<file path="src/rtl/water_supply_valve_fsm_if.sv">
// Probe/valve signal bundle between the tank-side driver and the valve controller.
interface water_supply_valve_fsm_if #(
    parameter int unsigned VALVE_WIDTH = 4
);
    logic                   enable;
    logic                   low_water_level;
    logic                   high_water_level;
    logic                   fault_ack;
    logic [VALVE_WIDTH-1:0] valvule;
    logic                   valve_open;
    logic                   fault;
    logic [1:0]             fault_code;
    logic [1:0]             state;

    modport master (
        output enable, low_water_level, high_water_level, fault_ack,
        input  valvule, valve_open, fault, fault_code, state
    );

    modport slave (
        input  enable, low_water_level, high_water_level, fault_ack,
        output valvule, valve_open, fault, fault_code, state
    );
endinterface

</file>
<file path="src/rtl/water_supply_valve_fsm.sv">
// Hysteretic tank fill controller: debounced probes, closed dwell, fill timeout
// and latched conflict/timeout faults that hold the valve closed.
module water_supply_valve_fsm #(
    parameter int unsigned VALVE_WIDTH       = 4,
    parameter int unsigned DEBOUNCE_CYCLES   = 4,
    parameter int unsigned MIN_CLOSED_CYCLES = 8,
    parameter int unsigned MAX_FILL_CYCLES   = 64,
    parameter int unsigned LOCKOUT_CYCLES    = 16
) (
    input  logic                     clk_i,
    input  logic                     rst_i,
    water_supply_valve_fsm_if.slave  bus
);
    localparam int unsigned DB_W = $clog2(DEBOUNCE_CYCLES + 1);
    localparam int unsigned DW_W = $clog2(MIN_CLOSED_CYCLES + 1);
    localparam int unsigned FL_W = $clog2(MAX_FILL_CYCLES + 1);
    localparam int unsigned CL_W = $clog2(LOCKOUT_CYCLES + 1);

    localparam logic [1:0] ST_CLOSED  = 2'b00;
    localparam logic [1:0] ST_FILLING = 2'b01;
    localparam logic [1:0] ST_FAULT   = 2'b10;

    localparam logic [1:0] FC_NONE     = 2'b00;
    localparam logic [1:0] FC_CONFLICT = 2'b01;
    localparam logic [1:0] FC_TIMEOUT  = 2'b10;

    localparam logic [VALVE_WIDTH-1:0] VALVE_CLOSED = '1;
    localparam logic [VALVE_WIDTH-1:0] VALVE_OPEN   = ~VALVE_WIDTH'(1);

    // Probe index 0 = low, 1 = high.
    logic [1:0]      raw;
    logic [1:0]      filt_q;
    logic [DB_W-1:0] db_cnt_q [2];
    logic            low_f;
    logic            high_f;
    logic            conflict_f;

    logic [1:0]             state_q, state_d;
    logic [1:0]             code_q, code_d;
    logic [DW_W-1:0]        dwell_q, dwell_d;
    logic [FL_W-1:0]        fill_q, fill_d;
    logic [CL_W-1:0]        clear_q, clear_d;
    logic [VALVE_WIDTH-1:0] valvule_q;
    logic                   valve_open_q;
    logic                   fault_q;

    assign raw        = {bus.high_water_level, bus.low_water_level};
    assign low_f      = filt_q[0];
    assign high_f     = filt_q[1];
    assign conflict_f = high_f & ~low_f;

    // Filtered bit follows raw only after DEBOUNCE_CYCLES consecutive differing samples.
    always_ff @(posedge clk_i) begin
        if (rst_i) begin
            filt_q <= 2'b01;
            for (int i = 0; i < 2; i++) db_cnt_q[i] <= '0;
        end else begin
            for (int i = 0; i < 2; i++) begin
                if (raw[i] == filt_q[i]) begin
                    db_cnt_q[i] <= '0;
                end else if (db_cnt_q[i] == DB_W'(DEBOUNCE_CYCLES - 1)) begin
                    filt_q[i]   <= raw[i];
                    db_cnt_q[i] <= '0;
                end else begin
                    db_cnt_q[i] <= db_cnt_q[i] + DB_W'(1);
                end
            end
        end
    end

    // Next state; conflict outranks timeout, which outranks a normal close.
    always_comb begin
        state_d = state_q;
        code_d  = code_q;
        dwell_d = dwell_q;
        fill_d  = fill_q;
        clear_d = clear_q;
        case (state_q)
            ST_CLOSED: begin
                if (dwell_q < DW_W'(MIN_CLOSED_CYCLES)) dwell_d = dwell_q + DW_W'(1);
                if (conflict_f) begin
                    state_d = ST_FAULT;
                    code_d  = FC_CONFLICT;
                    clear_d = '0;
                end else if (bus.enable && !low_f && (dwell_q >= DW_W'(MIN_CLOSED_CYCLES))) begin
                    state_d = ST_FILLING;
                    fill_d  = '0;
                end
            end
            ST_FILLING: begin
                fill_d = fill_q + FL_W'(1);
                if (conflict_f) begin
                    state_d = ST_FAULT;
                    code_d  = FC_CONFLICT;
                    clear_d = '0;
                end else if (fill_q == FL_W'(MAX_FILL_CYCLES - 1)) begin
                    state_d = ST_FAULT;
                    code_d  = FC_TIMEOUT;
                end else if (high_f || !bus.enable) begin
                    state_d = ST_CLOSED;
                    dwell_d = '0;
                end
            end
            ST_FAULT: begin
                if (conflict_f) begin
                    code_d  = FC_CONFLICT;
                    clear_d = '0;
                end else if (code_q == FC_TIMEOUT) begin
                    if (bus.fault_ack) begin
                        state_d = ST_CLOSED;
                        code_d  = FC_NONE;
                        dwell_d = '0;
                    end
                end else if (clear_q == CL_W'(LOCKOUT_CYCLES - 1)) begin
                    state_d = ST_CLOSED;
                    code_d  = FC_NONE;
                    dwell_d = '0;
                    clear_d = '0;
                end else begin
                    clear_d = clear_q + CL_W'(1);
                end
            end
            default: begin
                state_d = ST_CLOSED;
                code_d  = FC_NONE;
                dwell_d = '0;
            end
        endcase
    end

    // Output flops are loaded from the next state so they track the registered state exactly.
    always_ff @(posedge clk_i) begin
        if (rst_i) begin
            state_q      <= ST_CLOSED;
            code_q       <= FC_NONE;
            dwell_q      <= '0;
            fill_q       <= '0;
            clear_q      <= '0;
            valvule_q    <= VALVE_CLOSED;
            valve_open_q <= 1'b0;
            fault_q      <= 1'b0;
        end else begin
            state_q      <= state_d;
            code_q       <= code_d;
            dwell_q      <= dwell_d;
            fill_q       <= fill_d;
            clear_q      <= clear_d;
            valvule_q    <= (state_d == ST_FILLING) ? VALVE_OPEN : VALVE_CLOSED;
            valve_open_q <= (state_d == ST_FILLING);
            fault_q      <= (state_d == ST_FAULT);
        end
    end

    assign bus.valvule    = valvule_q;
    assign bus.valve_open = valve_open_q;
    assign bus.fault      = fault_q;
    assign bus.fault_code = code_q;
    assign bus.state      = state_q;
endmodule

</file>
<file path="src/flat_wrapper.sv">
// flat-port wrapper written by rule: the top's interface ports become plain ports
module water_supply_valve_fsm_flat 
#(
    parameter int unsigned VALVE_WIDTH       = 4,
    parameter int unsigned DEBOUNCE_CYCLES   = 4,
    parameter int unsigned MIN_CLOSED_CYCLES = 8,
    parameter int unsigned MAX_FILL_CYCLES   = 64,
    parameter int unsigned LOCKOUT_CYCLES    = 16
)
  (clk_i, rst_i, bus_enable, bus_low_water_level, bus_high_water_level, bus_fault_ack, bus_valvule, bus_valve_open, bus_fault, bus_fault_code, bus_state);
  water_supply_valve_fsm_if #(.VALVE_WIDTH(VALVE_WIDTH)) bus_i ();
  input  logic clk_i;
  input  logic rst_i;
  input wire logic [$bits(bus_i.enable)-1:0] bus_enable;
  input wire logic [$bits(bus_i.low_water_level)-1:0] bus_low_water_level;
  input wire logic [$bits(bus_i.high_water_level)-1:0] bus_high_water_level;
  input wire logic [$bits(bus_i.fault_ack)-1:0] bus_fault_ack;
  output wire logic [$bits(bus_i.valvule)-1:0] bus_valvule;
  output wire logic [$bits(bus_i.valve_open)-1:0] bus_valve_open;
  output wire logic [$bits(bus_i.fault)-1:0] bus_fault;
  output wire logic [$bits(bus_i.fault_code)-1:0] bus_fault_code;
  output wire logic [$bits(bus_i.state)-1:0] bus_state;
  assign bus_i.enable = bus_enable;
  assign bus_i.low_water_level = bus_low_water_level;
  assign bus_i.high_water_level = bus_high_water_level;
  assign bus_i.fault_ack = bus_fault_ack;
  assign bus_valvule = bus_i.valvule;
  assign bus_valve_open = bus_i.valve_open;
  assign bus_fault = bus_i.fault;
  assign bus_fault_code = bus_i.fault_code;
  assign bus_state = bus_i.state;
  water_supply_valve_fsm #(.VALVE_WIDTH(VALVE_WIDTH), .DEBOUNCE_CYCLES(DEBOUNCE_CYCLES), .MIN_CLOSED_CYCLES(MIN_CLOSED_CYCLES), .MAX_FILL_CYCLES(MAX_FILL_CYCLES), .LOCKOUT_CYCLES(LOCKOUT_CYCLES)) u_core (.clk_i(clk_i), .rst_i(rst_i), .bus(bus_i));
endmodule
</file>
<file path="config.mk">
export PLATFORM = sky130hd
export DESIGN_NAME = water_supply_valve_fsm_flat
export DESIGN_NICKNAME = d
export VERILOG_FILES = /design/src/rtl/water_supply_valve_fsm_if.sv /design/src/rtl/water_supply_valve_fsm.sv /design/src/flat_wrapper.sv
export SDC_FILE = /design/constraint.sdc
export NUM_CORES = 1
export LEC_CHECK = 0
export BUFFER_PORTS_ARGS = -buffer_cell sky130_fd_sc_hd__buf_2
export CORE_ASPECT_RATIO = 0.8
export CORE_MARGIN = 2
export CORE_UTILIZATION = 50
export CTS_CLUSTER_SIZE = 14
export DETAILED_ROUTE_END_ITERATION = 10
export GPL_ROUTABILITY_DRIVEN = 0
export HOLD_SLACK_MARGIN = 0.05
export PLACE_DENSITY_LB_ADDON = 0.15
export SYNTH_ARGS = -nofsm -noshare
export SYNTH_HDL_FRONTEND = slang
export SYNTH_SLANG_ARGS = --single-unit
</file>
<file path="constraint.sdc">
create_clock -name clk_i -period 2 [get_ports clk_i]
set_input_delay 0.4 -clock clk_i [delete_from_list [all_inputs] [get_ports clk_i]]
set_output_delay 0.4 -clock clk_i [all_outputs]
set_load 0.01 [all_outputs]
</file>
Word-level counts from Yosys, hierarchy flattened:

Memory sizes are Yosys's and may differ from the RTL's.
Index checks and enable logic that the tools add are counted.

* register bits after elaboration: 28
* bits in writable memories: 6
* input port bits: 6
* memories: 1

Memory list
* u_core.db_cnt_q: depth 2, width 3, read ports 2, clocked after memory_dff 0, wr ports 2, RTL line water_supply_valve_fsm.sv:33 `logic [DB_W-1:0] db_cnt_q [2];`

* $add $sub $neg: 5
* order comparisons: 2
* equality and inequality tests: 26
* multiplexer cells: 66
* bitwise gates (word level): 10
* reduce and logical (&&, ||, !) cells: 15

Operators with widths (count)
* 2-to-1 mux 2 bit: 16
* 2-to-1 mux 4 bit: 8
* 2-to-1 mux 1 bit: 25
* 2-to-1 mux 5 bit: 4
* 2-to-1 mux 3 bit: 6
* 2-to-1 mux 7 bit: 2
* case mux 7 bit (2 select lines): 1
* case mux 2 bit (3 select lines): 2
* case mux 4 bit (3 select lines): 1
* != test 2 x 1 -> 1 bit, second input constant: 5
* case mux 5 bit (2 select lines): 1
* != test 2 bit, second input constant: 4
* adder 7 x 1 -> 7 bit, second input constant: 1
* equality test 7 x 6 -> 1 bit, second input constant: 1
* AND reduction 7 bit: 1
* adder 3 x 1 -> 3 bit, second input constant: 2
* equality test 2 bit, second input constant: 3
* equality test 3 x 2 -> 1 bit, second input constant: 2
* != test 3 x 1 -> 1 bit, second input constant: 2
* bitwise OR 1 bit: 6
* AND reduction 3 bit: 2
* adder 5 x 1 -> 5 bit, second input constant: 1
* equality test 5 x 4 -> 1 bit, second input constant: 1
* adder 4 x 1 -> 4 bit, second input constant: 1
* other kinds (18): 26

Depth between registers and ports, before layout:

Gate-level depths: netlist of the first run.

* depth in word-level cells: 8
* mapped depth: 6
* depth with buffers taken out: 6

Worst setup path before layout of the first run:

No wires, ideal clock.

* path type: register to register
* from: register u_core.clear_q[0]
* to: register u_core.dwell_q[3]
* arrival: 1563 ps
* required time: 1866 ps
* setup slack: 304 ps
* stages on the path, launching flop included: 7
* period minus slack after synthesis: 1696 ps
* cells stage by stage: dfxtp_1 -> ha_1 -> and3_1 -> a311o_1 -> o221a_2 -> a41oi_1 -> a211oi_1

* word-level cells in the longest chain between the ends: 3

RTL lines
* from (decl): RTL line water_supply_valve_fsm.sv:42 `logic [CL_W-1:0] clear_q, clear_d;`
* from (signal assigned): RTL line water_supply_valve_fsm.sv:147 `clear_q <= clear_d;`
* equality test 5 x 4 -> 1 bit: RTL line water_supply_valve_fsm.sv:114 `end else if (clear_q == CL_W'(LOCKOUT_CYCLES - 1)) begin`
* != test 3 x 1 -> 1 bit (no line)
* AND reduction 7 bit (no line)
* to (signal assigned): RTL line water_supply_valve_fsm.sv:145 `dwell_q <= dwell_d;`
* to (decl): RTL line water_supply_valve_fsm.sv:40 `logic [DW_W-1:0] dwell_q, dwell_d;`

Every way passes these cells.
A chain may end at the register's enable or synchronous reset.

Worst setup path after layout of the first run:

Ends and elaborated chain as after synthesis.

==> results of run 1 <==
==> final timing paths <==
path                        from           endpoint  slack [ps]
max reg2reg    u_core.clear_q[0]  u_core.dwell_q[3]         150
min reg2reg    u_core.clear_q[4]  u_core.clear_q[4]         480
max            u_core.clear_q[0]  u_core.dwell_q[3]         150
min          bus_low_water_level   u_core.filt_q[0]         360
==> cell type report <==
cell class                      instances  area (um^2)
Tap cell                               38        47.55
Multi-Input combinational cell        127        785.8
Sequential cell                        31        680.7
Clock buffer                            8        100.1
Fill cell                             257         1106
Timing Repair Buffer                   13        67.56
Inverter                               11        41.29
==> metrics by stage <==
step	instances	setup WS (ps)
final	228	145.9
after global routing	228	33.78
after CTS	228	157.5
after floorplan	178	303.6
after global placement	220	214.5
after detailed placement	220	179.6
==> kinds of logic (layout without fill, tap and decap cells) <==
family | after synthesis | count (layout) | synth area share
adder cells (fa/ha/maj) | 8 | 8 | 0.06542
AO/OA/AOI/OAI | 39 | 39 | 0.1701
AND/OR/NAND/NOR | 66 | 66 | 0.2240
other | 1 | 9 | 0.002451
multiplexers | 3 | 3 | 0.01962
XOR/XNOR | 2 | 2 | 0.01145
flip-flops | 31 | 31 | 0.4448
buffers and inverters | 20 | 32 | 0.06214
==> synth_stat cells, types with 2 or more instances <==
master	count
mux2i_1	3
o21ai_0	5
buf_4	5
xnor2_1	2
a211oi_1	2
ha_1	8
a22oi_1	2
nand4_1	3
nor2_1	25
nor2b_1	3
inv_1	11
clkbuf_1	2
edfxtp_1	6
a21o_1	2
nor3_1	3
and3_1	3
nand2_1	4
dfxtp_1	25
or3_1	4
a21oi_1	14
nand2b_1	7
or4_1	2
a21boi_0	2
nand3_1	5
==> flip-flops by register name, summed over array words and instances, names as in the netlist <==
signal / count
u_core.bus.fault: 1
u_core.bus.fault_code: 2
u_core.bus.state: 2
u_core.bus.valve_open: 1
u_core.bus.valvule: 1
u_core.clear_q: 5
u_core.db_cnt_q: 6
u_core.dwell_q: 4
u_core.fill_q: 7
u_core.filt_q: 2
==> power by group through the flow <==
stage               sequential [W]  clock (W)  combinational [W]
floorplan                 0.000675          0          0.0000527
global placement          0.000676          0          0.0000619
detailed placement        0.000678          0          0.0000651
CTS                       0.000664   0.000556          0.0000663
global route              0.000665   0.000585          0.0000769
finish                    0.000664   0.000539          0.0000658
==> routing by layer <==
metal	vias up	track usage	routed length, um
met4	0	0.1250	70
li1	627	-	-
met2	23	0.2896	1277
met1	567	0.2566	1434
met3	7	0.06383	143
met5	-	0	0
==> critical path, cell delays in order (launching register included) <==
cell and delay, ps:
dfxtp_1 340, ha_1 230, and3_1 210, a311o_1 430, o221a_2 210, a41oi_1 230
a211oi_1 70
==> repair_timing <==
| action | 4_1_cts | 5_1_grt |
|---|---|---|
| endpoints found under the setup margin | 0 | 1 |
| hold buffers | 0 | 0 |
| gates resized for setup | 0 | 1 |
| hold endpoints to repair | 0 | 0 |
==> out/metrics.cfg, run 1 <==
[global_route]
track_usage=0.1997
antenna_found_initial=0
grt_overflow=0
grt_pass1_wl_mm=5.064
grt_max_degree=25
first_global_vias=1124

[route]
drt-total-wl_mm=2.925
via_count=1224
avgViaCountPerCell=5.368
drc_errors=0
final_antenna_net_count=0
routedWlPerCell_um=12.83
drt_first_pass_iters=5
drt_iter0_drc=74

[synth]
yosys_warnings=0
synth_flop_cell=dfxtp_1
synth.area.top_cells=dfxtp_1 33%, edfxtp_1 12%, ha_1 6.5%, nor2_1 6.1%, a21oi_1 4.6%
synth_cells=170
async_flop_share=0
seq_area_frac_synth=0.4448
ys_ff_latch=31
synth_area_um2=1530
syn_area_per_cell_um2=9.001
synth_edf_count=6
yosys.area.top_type_share=0.3271
ys_types=46
yosys.area.top_type=dfxtp_1

[setup_path]
cp.required_ps=2160
r2r_cells=6
cp_max_fo=7
endpoint_kind=flop
path_class=reg -> reg
worstPathArrival_ps=2010
start_kind=flop

[power_and_ir_drop]
leakagePower_nw=0.7275
p_switching_w=0.0002758
power_frac_seq=0.523
cellInternalPower_w=0.0009935
vdd_drop_max_v=0.0004949
p_per_area_nw_per_um2=736.7
clkPwrFrac=0.425
swShare=0.2173
totalPowerFinal_w=0.001269
combPwrFrac=0.052

[placement]
port_buffers=12
dp_hpwl_mm=2.121
placed_area_um2=1622

[sta]
fin_crit_sh=0.9270
clock.fmax_ghz=0.5394
final.setup.tns_ps=0
fin_crit_ps=1854
hold_ws_ps=364.2
worst_clock_skew_ps=3.343
drv_slew=0
setup_violations=0
hold_violations=0
rsz0062_at_grt=no

[cells_and_area]
final_cell_mix=25 x nor2_1, 25 x dfxtp_1, 14 x a21oi_1
fin_nets=203
drive_gt1_frac=0.1211
areaGrowthSynthToFinish_pct=12.59
final_cell_area_um2=1723
antenna_cells=0
post-route-util=0.6090

[run_status]
status=completed

[floorplanning]
ios=16
dieArea_um2=3522
fp.coreArea_um2=2829
die_x_um=65.85
start_util=0.5409
rows=17
die_y_um=53.48

[worst_hold_path]
hold_class=in -> reg
holdPathStages=3

[run]
drv_cap=0

[clocking]
clock_latency_ps=290
cts_sinks=31
cts_buffers=5
cts_buffer_depth=2
cts_tree=built
root_buffer=clkbuf_8
clk_pin_slew_worst_paths_ps=60
h-tree-depth=2
postCtsSetupBuffers=0

Note: power is estimated with default switching activity, not from simulation.
==> run 2, diff against run 1 <==
--- a/config.mk
+++ b/config.mk
@@ -8,7 +8,7 @@
 export BUFFER_PORTS_ARGS = -buffer_cell sky130_fd_sc_hd__buf_2
 export CORE_ASPECT_RATIO = 0.8
 export CORE_MARGIN = 2
-export CORE_UTILIZATION = 50
+export CORE_UTILIZATION = 57
 export CTS_CLUSTER_SIZE = 14
 export DETAILED_ROUTE_END_ITERATION = 10
 export GPL_ROUTABILITY_DRIVEN = 0
==> run 2 against run 1 <==
Against the previous run: worst hold slack worse by 60 ps; largest power group unchanged; combinational power down 2%; via count about the same; core utilization up 5.7 points; setup slack better by 43 ps.
==> out/metrics.cfg, run 2 (synthesis gave the netlist of run 1 again) <==
[setup_path]
crit_buf_inv=0  ; unchanged
critical_path_depth=6  ; unchanged
start_kind=flop
path_class=reg -> reg
slowest_delay_ps=390  ; -40 ps
r2r_cells=6  ; unchanged
cp_slowest_cell=dfxtp_1
worstPathArrival_ps=2070  ; +60 ps
cp_max_fo=7  ; unchanged
cp_cell_sequence=ha_1 -> and3_1 -> a311o_1 -> o221a_2 -> a41oi_1 -> a211oi_1
cp_top_family=compound AO/OA/AOI/OAI gates
cp.required_ps=2260  ; +100 ps
endpoint_kind=flop

[floorplanning]
die_y_um=50.34  ; -5.9%
ios=16  ; unchanged
die_x_um=61.93  ; -6.0%
fp.coreArea_um2=2502  ; -12%
rows=16  ; -1
dieArea_um2=3118  ; -11%
start_util=0.6115  ; +0.07059

[sta]
drv_slew=0  ; unchanged
fin_crit_sh=0.9054  ; -0.02160
final.setup.tns_ps=0  ; unchanged
fin_crit_ps=1811  ; -43.19 ps
setup_violations=0  ; unchanged
hold_violations=0  ; unchanged
rsz0062_at_grt=no
worst_clock_skew_ps=8.821  ; +5.478 ps
clock.fmax_ghz=0.5522  ; +2.4%

[cells_and_area]
drive_gt1_frac=0.1105  ; -0.01053
final_cell_mix=25 x nor2_1, 25 x dfxtp_1, 14 x a21oi_1
reg_top3=u_core.fill_q (7), u_core.db_cnt_q (6), u_core.clear_q (5)
fin_nets=203  ; unchanged
antenna_cells=0  ; unchanged
largest_register=u_core.fill_q
largest_register_ffs=7  ; unchanged
post-route-util=0.6665  ; +0.05748
areaGrowthSynthToFinish_pct=8.994

[worst_hold_path]
hold_class=in -> reg
holdPathStages=3  ; unchanged

[clocking]
cts_buffer_depth=2  ; unchanged
clock_latency_ps=340  ; +50 ps
cts_sinks=31  ; unchanged
ctsHoldBuffers=0  ; unchanged
cts_resized=0  ; unchanged
clk_pin_slew_worst_paths_ps=90  ; +30 ps
cts_tree=built
cts_buffers=5  ; unchanged
h-tree-depth=2  ; unchanged
postCtsSetupBuffers=0  ; unchanged
root_buffer=clkbuf_4

[route]
via_count=1223  ; -0.082%
avgViaCountPerCell=5.412  ; +0.80%
drc_errors=0  ; unchanged
drt-total-wl_mm=2.820  ; -3.6%
final_antenna_net_count=0  ; unchanged
routedWlPerCell_um=12.48  ; -2.7%
drt_first_pass_iters=4  ; -1
drt_iter0_drc=99  ; +34%

[power_and_ir_drop]
vdd_drop_max_v=0.0003792  ; -23%
p_per_area_nw_per_um2=637.3  ; -14%
leakagePower_nw=0.7020  ; -3.5%

[global_route]
antenna_found_initial=0  ; unchanged
first_global_vias=1140  ; +1.4%
track_usage=0.2164  ; +0.01666
grt_pass1_wl_mm=4.802  ; -5.2%
grt_max_degree=25  ; unchanged
grt_overflow=0  ; unchanged

[run_status]
status=completed

[placement]
dp_hpwl_mm=2.066  ; -2.6%
port_buffers=12  ; unchanged

[run]
drv_cap=0  ; unchanged

run 2: worst paths after layout:
check	to	startpoint	slack [ps]
hold reg to reg	u_core.clear_q[4]	u_core.clear_q[4]	490
setup reg to reg	u_core.dwell_q[3]	u_core.clear_q[0]	190
hold / removal	u_core.filt_q[0]	bus_low_water_level	300
setup / recovery	u_core.dwell_q[3]	u_core.clear_q[0]	190
run 2: per-stage QoR:
stage	cells	power (W)	cell area (um^2)	worst slack [ps]	hold WS [ps]
2_1_floorplan	178	0.0007272	1560	303.6	444.0
3_3_place_gp	217	0.0007379	1612	224.0	463.0
3_5_place_dp	217	0.0007420	1612	170.5	476.0
4_1_cts	225	0.001077	1660	153.6	297.9
5_1_grt	226	0.001120	1668	48.50	312.3
6_report	226	0.001063	1668	189.1	303.8
run 2: worst register-to-register path: cells and delay by family (launching register included):
family | cells | cell delay [ps]
AOI/OAI and AO/OA | 4 | 930
adders and majority gates | 1 | 200
DFF | 1 | 390
and+or+nand+nor | 1 | 210
run 2: power by group:
group / internal [W] / leakage (nW) / total (W) / switching [W]
Combinational: 0.0000262 / 0.411 / 0.0000648 / 0.0000387
Clock: 0.000130 / 0.0273 / 0.000335 / 0.000205
Sequential: 0.000653 / 0.264 / 0.000663 / 0.0000104
Total: 0.000808 / 0.702 / 0.00106 / 0.000254
run 2: per-layer routing:
layer / up-vias / global-route usage / part of all wire
met5: - / 0 / 0
met4: 0 / 0.1277 / 0.015
met3: 6 / 0.06959 / 0.050
met2: 24 / 0.3175 / 0.45
met1: 564 / 0.2732 / 0.49
li1: 629 / - / -
run 2: area by class of cell:
cell class / instances / area (um^2)
clock buffer: 6 / 41.29
clock inverter: 2 / 7.507
fill: 224 / 834.6
inverter: 11 / 41.29
multi-input combinational: 127 / 784.5
sequential: 31 / 680.7
tap: 36 / 45.04
timing repair buffer: 13 / 67.56
==> run 3, diff against run 2 <==
--- a/config.mk
+++ b/config.mk
@@ -5,10 +5,11 @@
 export SDC_FILE = /design/constraint.sdc
 export NUM_CORES = 1
 export LEC_CHECK = 0
+export ABC_AREA = 1
 export BUFFER_PORTS_ARGS = -buffer_cell sky130_fd_sc_hd__buf_2
 export CORE_ASPECT_RATIO = 0.8
 export CORE_MARGIN = 2
-export CORE_UTILIZATION = 57
+export CORE_UTILIZATION = 58
 export CTS_CLUSTER_SIZE = 14
 export DETAILED_ROUTE_END_ITERATION = 10
 export GPL_ROUTABILITY_DRIVEN = 0
==> constraint.sdc (replaced) <==
create_clock -name clk_i -period 2 [get_ports clk_i]
set_input_delay 0.1 -clock clk_i [delete_from_list [all_inputs] [get_ports clk_i]]
set_output_delay 0.1 -clock clk_i [all_outputs]
set_load 0.01 [all_outputs]
==> run 3 against run 2 <==
Against the previous run: core utilization is 1.6 points higher; power is 14% higher; synthesized cell count is 33% higher; die area is 9.9% higher; via count is 19% higher; critical path depth is 3 higher; final cell count is 27% higher; global-route usage is 0.41 points higher.
==> out/metrics.cfg, run 3 <==
[clocking]
cts_buffer_depth=2  ; unchanged
cts_tree=built
ctsHoldBuffers=0  ; unchanged
postCtsSetupBuffers=0  ; unchanged
clk_pin_slew_worst_paths_ps=60  ; -30 ps
h-tree-depth=2  ; unchanged
cts_resized=0  ; unchanged
clock_latency_ps=280  ; -60 ps
cts_sinks=31  ; unchanged
root_buffer=clkbuf_8
cts_buffers=5  ; unchanged

[cells_and_area]
fin_nets=261  ; +29%
post-route-util=0.6821  ; +0.01558
reg_top3=u_core.fill_q (7), u_core.db_cnt_q (6), u_core.clear_q (5)
mostFrequentLayoutCell=nand2_1
final_cell_mix=44 x nand2_1, 25 x inv_1, 25 x dfxtp_1
antenna_cells=0  ; unchanged
largest_register_ffs=7  ; unchanged
largest_register=u_core.fill_q
areaGrowthSynthToFinish_pct=10.31
drive_gt1_frac=0.1935  ; +0.08302
final_cell_area_um2=1901  ; +14%

[route]
wl_met1_mm=1.688  ; +23%
drt-total-wl_mm=3.232  ; +15%
via_count=1451  ; +19%
drc_errors=0  ; unchanged
top_layer=met4
drt_iter0_drc=110  ; +11%
met2_length_mm=1.337  ; +6.1%
dr_wl_met3_um=162  ; +14%
routedWlPerCell_um=11.30  ; -9.4%
drt_first_pass_iters=4  ; unchanged
avgViaCountPerCell=5.073  ; -6.2%
final_antenna_net_count=0  ; unchanged

[sta]
setup_violations=0  ; unchanged
hold_violations=0  ; unchanged
worst_clock_skew_ps=5.777  ; -3.044 ps
clock.fmax_ghz=0.6553  ; +19%
fin_crit_ps=1526  ; -284.9 ps
final.setup.tns_ps=0  ; unchanged
drv_slew=0  ; unchanged
fin_crit_sh=0.7630  ; -0.1425
rsz0062_at_grt=no

[floorplanning]
start_util=0.6183  ; +0.006820
fp.coreArea_um2=2786  ; +11%
dieArea_um2=3425  ; +9.9%
die_x_um=64.94  ; +4.9%
ios=16  ; unchanged
rows=17  ; +1
die_y_um=52.75  ; +4.8%

[synth]
ys_types=31  ; -33%
yosysMostFrequentCell=nand2_1
yosys.area.top_type=dfxtp_1
synth.area.top_cells=dfxtp_1 29%, edfxtp_1 10%, nand2_1 9.6%, a21oi_1 6.1%, ha_1 5.8%
seq_area_frac_synth=0.3951  ; -0.04975
syn_area_per_cell_um2=7.623  ; -15%
synth_flop_cell=dfxtp_1
synth_edf_count=6  ; unchanged
async_flop_share=0  ; unchanged
synth_area_um2=1723  ; +13%
yosys_warnings=0  ; unchanged
synth_common_cells=44 x nand2_1, 25 x dfxtp_1, 25 x inv_1
ys_ff_latch=31  ; unchanged
yosys.area.top_type_share=0.2905  ; -0.03658
synth_cells=226  ; +33%

[power_and_ir_drop]
p_per_area_nw_per_um2=639.9  ; +0.41%
vdd_drop_max_v=0.0004728  ; +25%
leakagePower_nw=0.8767  ; +25%
totalPowerFinal_w=0.001216  ; +14%

[setup_path]
start_kind=flop
cp_max_fo=11  ; +4
cp.required_ps=2170  ; -90 ps
endpoint_kind=flop
path_class=reg -> reg
rrSetupSlack_ps=470  ; +280 ps
worstPathArrival_ps=1690  ; -380 ps

[run]
drv_cap=0  ; unchanged

[global_route]
grt_overflow=0  ; unchanged
track_usage=0.2205  ; +0.004119
antenna_found_initial=0  ; unchanged
first_global_vias=1311  ; +15%
grt_pass1_wl_mm=5.637  ; +17%
grt_max_degree=17  ; -32%

[run_status]
status=completed

[placement]
placed_area_um2=1819  ; +13%
dp_hpwl_mm=2.343  ; +13%
port_buffers=12  ; unchanged

[worst_hold_path]
hold_class=in -> reg

-- run 3: cell count changes in the layout (fill, tap and decap cells not counted), moves of 4 or more --
cell | previous run | this run
nand3_1 | 5 | 17
or3_1 | 4 | 0
nand2b_1 | 7 | 0
clkbuf_4 | 5 | 0
nand2_2 | 0 | 4
inv_1 | 11 | 25
nand2_1 | 4 | 44
nor2_4 | 0 | 4
inv_2 | 0 | 4
clkbuf_8 | 0 | 5
nor2_1 | 25 | 20
a21oi_1 | 14 | 21
nor2_2 | 0 | 5
-- run 3: worst max-delay path, cell delays in order, from the launching register on --
cell,delay [ps]
dfxtp_1,450
inv_2,120
nor2_4,280
nand2_1,170
nand2_1,120
nor2_2,40
nand3_2,90
nand2_1,60
nand2_1,50
nor2_1,30
-- run 3: report_power, final --
| group | total [W] | internal (W) | switching, W | leakage (nW) |
|---|---|---|---|---|
| clock | 0.000467 | 0.000244 | 0.000223 | 0.0422 |
| combinational | 0.0000791 | 0.0000301 | 0.0000490 | 0.571 |
| sequential | 0.000670 | 0.000655 | 0.0000152 | 0.264 |
| total | 0.00122 | 0.000929 | 0.000288 | 0.877 |
-- run 3: worst paths after layout --
check	cells after the start	startpoint	endpoint
worst max-delay path	9	u_core.bus.state[0]	u_core.dwell_q[1]
worst min-delay path	3	bus_low_water_level	u_core.filt_q[0]
worst max register to register	9	u_core.bus.state[0]	u_core.dwell_q[1]
worst min register to register	2	u_core.clear_q[4]	u_core.clear_q[4]
-- run 3: per-stage QoR --
step	instances	setup slack, ps	hold slack, ps
after floorplan	234	690.8	222.5
after global placement	278	560.7	342.7
after detailed placement	278	496.0	361.4
after CTS	286	484.8	64.89
after global routing	286	327.1	85.51
final	286	474.0	70.69
-- run 3: cell type report --
| cell class | count | area, um^2 |
|---|---|---|
| Tap cell | 38 | 47.55 |
| Timing Repair Buffer | 12 | 60.06 |
| Inverter | 31 | 118.9 |
| Clock buffer | 7 | 76.32 |
| Multi-Input combinational cell | 166 | 912.1 |
| Sequential cell | 31 | 680.7 |
| Clock inverter | 1 | 5.005 |
| Fill cell | 248 | 885.9 |
-- run 3: cells by family (layout without fill, tap and decap cells) --
logic type,after synthesis,in the layout,synth area share
AND/OR/NAND/NOR,112,112,0.3312
buffers and inverters,37,51,0.09295
AO/OA/AOI/OAI,36,36,0.1155
flip-flops,31,31,0.3951
adder cells (fa/ha/maj),8,8,0.05810
other,1,9,0.002177
XOR/XNOR,1,1,0.005084
-- run 3: per-layer routing --
layer / up-vias / global-route usage
met2: 33 / 0.3368
met1: 648 / 0.2876
met3: 5 / 0.06452
met5: - / 0
li1: 765 / -
met4: 0 / 0.1028
